<file path="config.mk">
export PLATFORM = sky130hd
export DESIGN_NAME = memory_unit
export DESIGN_NICKNAME = d
export VERILOG_FILES = /design/src/rtl/memory_unit.sv
export SDC_FILE = /design/constraint.sdc
export NUM_CORES = 1
export LEC_CHECK = 0
export ABC_AREA = 1
export CAP_MARGIN = 40
export CORE_ASPECT_RATIO = 0.5
export CORE_MARGIN = 2
export CORE_UTILIZATION = 53
export CTS_CLUSTER_SIZE = 10
export DETAILED_ROUTE_END_ITERATION = 7
export PLACE_DENSITY = 0.8
export SYNTH_ARGS = -nofsm -noshare
export SYNTH_HDL_FRONTEND = slang
export SYNTH_SLANG_ARGS = --single-unit
</file>
<file path="constraint.sdc">
create_clock -name clk_in -period 3.1 [get_ports clk_in]
set_input_delay 0.31 -clock clk_in [delete_from_list [all_inputs] [get_ports clk_in]]
set_output_delay 0.31 -clock clk_in [all_outputs]
set_load 0.05 [all_outputs]
</file>
<file path="src/rtl/memory_unit.sv">
// Byte-serial RAM controller shared by LSB loads/stores and IF word fetches. Optional IO store stall under MEMORY_UNIT_IO_STALL_EN.
// Latency: load/fetch pulse n+2 cycles after accept, store pulse n+1 cycles after accept (n = 1/2/4 bytes).
// Backpressure: busy holds off the LSB, if_req stays pending until if_done; rdy_in=0 freezes everything.
module memory_unit #(
    parameter int         POS_W = 3,
    parameter logic [1:0] IO_HI = 2'b11
) (
    input  logic             clk_in,
    input  logic             rst_in,
    input  logic             rdy_in,
    input  logic             clear,
    input  logic             lsb_req,
    input  logic [POS_W-1:0] lsb_pos,
    input  logic             lsb_ls,
    input  logic [1:0]       lsb_len,
    input  logic [31:0]      lsb_addr,
    input  logic [31:0]      lsb_val,
    output logic             busy,
    output logic             lsb_finished,
    output logic [POS_W-1:0] lsb_pos_out,
    output logic [31:0]      lsb_val_out,
    input  logic             if_req,
    input  logic [31:0]      if_addr,
    output logic             if_done,
    output logic [31:0]      if_inst,
    input  logic [7:0]       mem_din,
    output logic [7:0]       mem_dout,
    output logic [31:0]      mem_a,
    output logic             mem_wr,
    input  logic             io_buffer_full
);

    typedef enum logic [1:0] {IDLE, LOAD, STORE, FETCH} state_t;

    state_t           state_q, state_d;
    logic [2:0]       cnt_q;
    logic [2:0]       n_q;
    logic [POS_W-1:0] pos_q;
    logic [31:0]      addr_q;
    logic [31:0]      val_q;
    logic [31:0]      buf_q;
    logic [31:0]      mem_a_q;
    logic [31:0]      a_prev_q;
    logic [7:0]       mem_dout_q;
    logic             wr_q;
    logic             lsb_finished_q;
    logic [POS_W-1:0] lsb_pos_out_q;
    logic [31:0]      lsb_val_out_q;
    logic             if_done_q;
    logic [31:0]      if_inst_q;

    logic        accept_lsb;
    logic        accept_if;
    logic        is_rd;
    logic        rd_last;
    logic        rd_end;
    logic        st_last;
    logic        st_end;
    logic        io_stall;
    logic        step;
    logic [2:0]  n_dec;
    logic [1:0]  bidx;
    logic [1:0]  nidx;
    logic [31:0] next_a;
    logic [31:0] buf_next;
    logic [7:0]  store_byte;

    assign accept_lsb = (state_q == IDLE) && lsb_req && (lsb_ls || !clear);
    assign accept_if  = (state_q == IDLE) && !lsb_req && if_req && !clear;
    assign is_rd      = (state_q == LOAD) || (state_q == FETCH);
    assign rd_last    = is_rd && (cnt_q == n_q);
    assign rd_end     = is_rd && (cnt_q == n_q + 3'd1);
    assign st_last    = (state_q == STORE) && (cnt_q == n_q - 3'd1);
    assign st_end     = (state_q == STORE) && (cnt_q == n_q);

`ifdef MEMORY_UNIT_IO_STALL_EN
    // The pending byte's own address decides the stall, so a store crossing into IO space stalls only there.
    assign io_stall = (state_q == STORE) && wr_q && (mem_a_q[17:16] == IO_HI) && io_buffer_full;
`else
    logic unused_io;
    assign io_stall  = 1'b0;
    assign unused_io = io_buffer_full ^ (^IO_HI);
`endif

    assign step = rdy_in && !io_stall;

    always_comb begin
        n_dec = 3'd4;
        case (lsb_len)
            2'b00:   n_dec = 3'd1;
            2'b01:   n_dec = 3'd2;
            default: n_dec = 3'd4;
        endcase
    end

    // Byte cnt-1 arrives on mem_din in the cycle where cnt is current (one-cycle RAM latency).
    assign bidx       = cnt_q[1:0] - 2'd1;
    assign nidx       = cnt_q[1:0] + 2'd1;
    assign next_a     = addr_q + {29'd0, cnt_q} + 32'd1;
    assign store_byte = val_q[{nidx, 3'b000} +: 8];

    always_comb begin
        buf_next = buf_q;
        buf_next[{bidx, 3'b000} +: 8] = mem_din;
    end

    always_ff @(posedge clk_in) begin
        if (rst_in) begin
            state_q <= IDLE;
        end else if (step) begin
            state_q <= state_d;
        end
    end

    always_comb begin
        state_d = state_q;
        case (state_q)
            IDLE: begin
                if (accept_lsb) begin
                    state_d = lsb_ls ? STORE : LOAD;
                end else if (accept_if) begin
                    state_d = FETCH;
                end
            end
            LOAD, FETCH: begin
                if (clear || rd_end) begin
                    state_d = IDLE;
                end
            end
            STORE: begin
                if (st_end) begin
                    state_d = IDLE;
                end
            end
            default: state_d = IDLE;
        endcase
    end

    // While paused the RAM keeps seeing the last issued address, so the byte it returns on resume is still the expected one.
    always_comb begin
        busy         = rst_in || (state_q != IDLE) || lsb_req;
        mem_wr       = wr_q && rdy_in && !rst_in && !io_stall;
        mem_a        = rdy_in ? mem_a_q : a_prev_q;
        mem_dout     = mem_dout_q;
        lsb_finished = lsb_finished_q;
        lsb_pos_out  = lsb_pos_out_q;
        lsb_val_out  = lsb_val_out_q;
        if_done      = if_done_q;
        if_inst      = if_inst_q;
    end

    always_ff @(posedge clk_in) begin
        if (rst_in) begin
            cnt_q          <= 3'd0;
            n_q            <= 3'd0;
            pos_q          <= '0;
            addr_q         <= 32'd0;
            val_q          <= 32'd0;
            buf_q          <= 32'd0;
            mem_a_q        <= 32'd0;
            a_prev_q       <= 32'd0;
            mem_dout_q     <= 8'd0;
            wr_q           <= 1'b0;
            lsb_finished_q <= 1'b0;
            lsb_pos_out_q  <= '0;
            lsb_val_out_q  <= 32'd0;
            if_done_q      <= 1'b0;
            if_inst_q      <= 32'd0;
        end else if (step) begin
            lsb_finished_q <= 1'b0;
            if_done_q      <= 1'b0;
            a_prev_q       <= mem_a_q;
            case (state_q)
                IDLE: begin
                    if (accept_lsb) begin
                        cnt_q      <= 3'd0;
                        n_q        <= n_dec;
                        pos_q      <= lsb_pos;
                        addr_q     <= lsb_addr;
                        val_q      <= lsb_val;
                        buf_q      <= 32'd0;
                        mem_a_q    <= lsb_addr;
                        mem_dout_q <= lsb_val[7:0];
                        wr_q       <= lsb_ls;
                    end else if (accept_if) begin
                        cnt_q   <= 3'd0;
                        n_q     <= 3'd4;
                        addr_q  <= if_addr;
                        buf_q   <= 32'd0;
                        mem_a_q <= if_addr;
                        wr_q    <= 1'b0;
                    end
                end
                LOAD, FETCH: begin
                    if (!clear && !rd_end) begin
                        cnt_q <= cnt_q + 3'd1;
                        if (cnt_q != 3'd0) begin
                            buf_q <= buf_next;
                        end
                        if (cnt_q + 3'd1 < n_q) begin
                            mem_a_q <= next_a;
                        end
                        if (rd_last) begin
                            if (state_q == LOAD) begin
                                lsb_finished_q <= 1'b1;
                                lsb_pos_out_q  <= pos_q;
                                lsb_val_out_q  <= buf_next;
                            end else begin
                                if_done_q <= 1'b1;
                                if_inst_q <= buf_next;
                            end
                        end
                    end
                end
                STORE: begin
                    if (!st_end) begin
                        cnt_q <= cnt_q + 3'd1;
                        if (st_last) begin
                            wr_q           <= 1'b0;
                            lsb_finished_q <= 1'b1;
                            lsb_pos_out_q  <= pos_q;
                            lsb_val_out_q  <= 32'd0;
                        end else begin
                            mem_a_q    <= next_a;
                            mem_dout_q <= store_byte;
                            wr_q       <= 1'b1;
                        end
                    end
                end
                default: ;
            endcase
        end
    end

endmodule

</file>
==> out/summary.md <==
The run finished with clean final reports. TritonCTS built the clock tree. The final wirelength was 34900 µm. Dominant delay contributor by cell family on the critical path: simple AND/OR/NAND/NOR gates. The number of nets in the synthesized netlist is 1986, and the die span in x is 222 µm. In the final design database the tool counted 2174 nets. The total vias in the final route was 12200. STA classifies the critical path startpoint as a register. The switching fraction of total power was 0.427; the number of maximum-capacitance constraint violations was 0.

In this run the core area contains 39 standard-cell rows. Power share of the combinational group: 0.447. For this design the static power due to leakage is 0.00641 µW.

The run gives 0.547 as the initial cell density of the core. The cell occurring most often along the worst timing path was nand2_1. The ratio of cells with drive above 1 in the final layout was 0.101. Clock skew on the completed layout was measured at 20.5 ps.

Derived from the worst setup path, the maximum achievable clock frequency is 376 MHz. Registers take 4980 µm². The number of buffers and inverters on the critical path is 2. For this run, the number of Yosys warnings is 0. The portion of netlist area occupied by mux cells was 0.0151; the height of the die was 113 µm. Per-instance average area after synthesis: 6.83 µm². The congestion estimate from routability-driven global placement came to 0.942.

In the final timing run, aggregate negative setup slack is 0 ps. For the number of search-and-repair iterations in the first detailed-routing pass, the log shows 6. The count of buffers added by post-CTS timing repair for setup came out at 0. After technology mapping, the gate count stands at 1849.

The largest family of logic cells by synthesized area was simple AND/OR/NAND/NOR gates. For this design, the CTS-stage hold fixing added 0 buffers. The layout overhead on the synthesized area is 25.0%, and the maximum vdd drop is 0.651 mV.

After the first detailed-routing iteration, the DRC count stood at 1073. During placement, the flow inserted port buffers numbering 226. The total overflow left after global routing is 0. The final critical delay including setup and external delays is 2660 ps. The tools report the switching power total as 5490 µW. At the pin with the least slew margin, the transition time is 867 ps.

The clock transition at the register clock pins on the worst setup and hold paths after CTS was 60 ps. The run gives 0.422 as the worst-case headroom to the max-slew limit. The largest fanout on the critical path works out to 11. The number of placed instances, taps included, is 2314. The mapped netlist covers 12600 µm².

Counting every sink on the clock net gives 249. Setup violations remaining at the end of the flow were counted as 0. Global-route wire length before repair: 56600 µm. The post-detailed-placement half-perimeter wirelength was 24500 µm. The number of top-level pins is 228, and the area share of fa/ha/maj cells after synthesis is 0.0204. After detailed routing, the number of remaining DRC violations is 0. Core box area: 23100 µm².

The number of global-route vias before repair is 11300, and the XOR/XNOR share of the synthesized area is 0.00416. The count of endpoints failing hold in the final timing report was 0; the fraction of the mapped netlist area in simple logic gates was 0.314. The complex-gate fraction of the synthesized area came out at 0.159. In the final routed layout, each cell accounts on average for 14.9 µm. Fraction of the cycle the final worst path needs: 0.858. The CTS H-tree depth was 1; the post-synthesis register bit count was 249. Setup repair after global routing left no endpoint under its margin. Once detail routing completed, the nets flagged for antenna violations numbered 0. The critical path in this run is classified as register to register. The logs give 3580 ps for the required time of the worst setup path and 7370 µW for the internal power. The kind of path behind the tightest hold check is primary input to register.

The number of max-slew violations in the final report came out at 0. In this run the power density over the cells is 814 nW/µm². The delay of the slowest cell on the worst path is 690 ps, and the count of cells resized by post-cts repair is 0.

At the worst endpoint, the arrival time is 3140 ps. Clock latency on the worst-skew pair, taken at its later pin, is 560 ps. After detailed routing, the number of vias per cell comes to 5.19. The tools report the endpoint type of the worst setup path as a register. The layout has 2068 filler cells.

Walking the worst path, the cells encountered are inv_1 > buf_4 > ha_1 > nand3_1 > o32ai_1 > nand2_1 > nand2_2 > nand2_1 > nor2_2. The multi-input combinational cells in the finished layout cover a total of 6490 µm². The share of power burned in the clock network was 0.225.

For the area of the die, the log shows 25200 µm². Total track usage: 0.274. Clock tree synthesis selected as its root buffer the cell clkbuf_16. The logs give 0.395 for the share of the yosys chip area belonging to registers and 81 for the largest net degree at the start of global routing. The slowest stage cell on the critical path was o32ai_1. The post-synthesis cell type count is 45. The number of buffers created by CTS is 28, and the number of standard cells in the layout, taps in and fillers out is 2345. The number of antenna violations at the first check in global routing came out at 2. The part of the total power dissipated in sequential elements is 0.328, and the buffer depth of the longest clock path is 3.
layer usage:
layer | vias to the layer above | track usage | wire length (µm)
met5 | - | 0 | 15
met4 | 2 | 0.0770 | 731
met3 | 53 | 0.0551 | 2170
met2 | 328 | 0.462 | 15900
met1 | 5509 | 0.359 | 16000
li1 | 6276 | - | -
state kept, by name (all words and copies together) (netlist names):
| name | flops |
|---|---|
| pos_q | 3 |
| lsb_finished | 1 |
| addr_q | 32 |
| mem_dout | 8 |
| mem_a_q | 32 |
| val_q | 32 |
| if_done | 1 |
| a_prev_q | 32 |
| lsb_pos_out | 3 |
| n_q | 3 |
| cnt_q | 3 |
| wr_q | 1 |
| buf_q | 32 |
| lsb_val_out | 32 |
| state_q | 2 |
| if_inst | 32 |
final cells by class:
type                            count  area share
Multi-Input combinational cell   1333       0.411
Sequential cell                   249       0.316
Timing Repair Buffer              262       0.163
Antenna cell                        1    0.000159
Clock buffer                       30      0.0462
Tap cell                          307      0.0243
Inverter                          163      0.0392
logic make-up after synthesis:
| logic type | count (synthesis) |
|---|---|
| AND/OR/NAND/NOR | 934 |
| XOR/XNOR | 6 |
| adder cells (fa/ha/maj) | 20 |
| multiplexers | 19 |
| AO/OA/AOI/OAI | 354 |
| flip-flops | 249 |
| buffers and inverters | 267 |
power by group through the flow:
| stage | Clock (µW) | Sequential [µW] | Combinational, µW |
|---|---|---|---|
| floorplan | 0 | 4830 | 3530 |
| global placement | 0 | 4260 | 5620 |
| detailed placement | 0 | 4270 | 5690 |
| CTS | 2910 | 4210 | 5730 |
| global route | 3070 | 4290 | 6280 |
| finish | 2900 | 4220 | 5740 |
cell usage after synthesis (all sizes together):
cell,n,share of area
nand2,528,0.16
nor2,322,0.11
dfxtp,249,0.39
a21oi,172,0.068
inv,160,0.048
o21ai,87,0.034
nand3,57,0.023
clkbuf,54,0.016
buf,50,0.027
a211oi,22,0.013
ha,19,0.019
mux2i,19,0.015
o211ai,17,0.010
o22ai,17,0.0084
nand3b,10,0.0059
or2,10,0.0050
a22oi,9,0.0053
a221oi,8,0.0055
o21a,8,0.0048
o32ai,7,0.0049
xor2,5,0.0035
nand4,4,0.0025
a31oi,3,0.0015
clkinv,3,0.00089
nor3,2,0.00079
o21bai,2,0.0012
a41oi,1,0.00069
and2,1,0.00069
fa,1,0.0016
o31ai,1,0.00059
xnor2,1,0.00069
through the flow:
step	setup slack (ps)	hold WS [ps]	total power, µW	cell area, µm²	utilization
final	440	345	12900	15800	0.684
after global routing	276	343	13600	15800	0.684
after CTS	506	337	12800	15800	0.684
after detailed placement	541	436	9950	15100	0.652
after global placement	575	432	9880	15100	0.652
after floorplan	924	429	8370	12600	-
layout by cell type, fill, tap and decap left out, drive strengths merged, types with 2 or more instances in the layout:
cell type / netlist / layout
nand2: 528 / 528
nor2: 322 / 322
dfxtp: 249 / 249
clkdlybuf4s50: 0 / 215
a21oi: 172 / 172
inv: 160 / 159
o21ai: 87 / 87
nand3: 57 / 57
buf: 50 / 47
clkbuf: 54 / 30
a211oi: 22 / 22
mux2i: 19 / 19
ha: 19 / 19
o211ai: 17 / 17
o22ai: 17 / 17
or2: 10 / 10
nand3b: 10 / 10
a22oi: 9 / 9
a221oi: 8 / 8
o21a: 8 / 8
o32ai: 7 / 7
xor2: 5 / 5
clkinv: 3 / 4
nand4: 4 / 4
a31oi: 3 / 3
nor3: 2 / 2
o21bai: 2 / 2
tightest hold or removal path, delay by kind of cell:
family,cells,cell delay [ps]
buffers and inverters,1,390
AND/OR/NAND/NOR,1,80
AO/OA/AOI/OAI,1,60
final timing paths:
kind | start | endpoint | slack, ps | depth (start not counted)
worst min-delay path | lsb_val[11] | val_q[11] | 340 | 3
worst min register to register | if_inst[29] | if_inst[29] | 440 | 2
worst max register to register | cnt_q[0] | lsb_val_out[25] | 440 | 9
worst max-delay path | cnt_q[0] | lsb_val_out[25] | 440 | 9
Note: power is estimated with default switching activity, not from simulation.
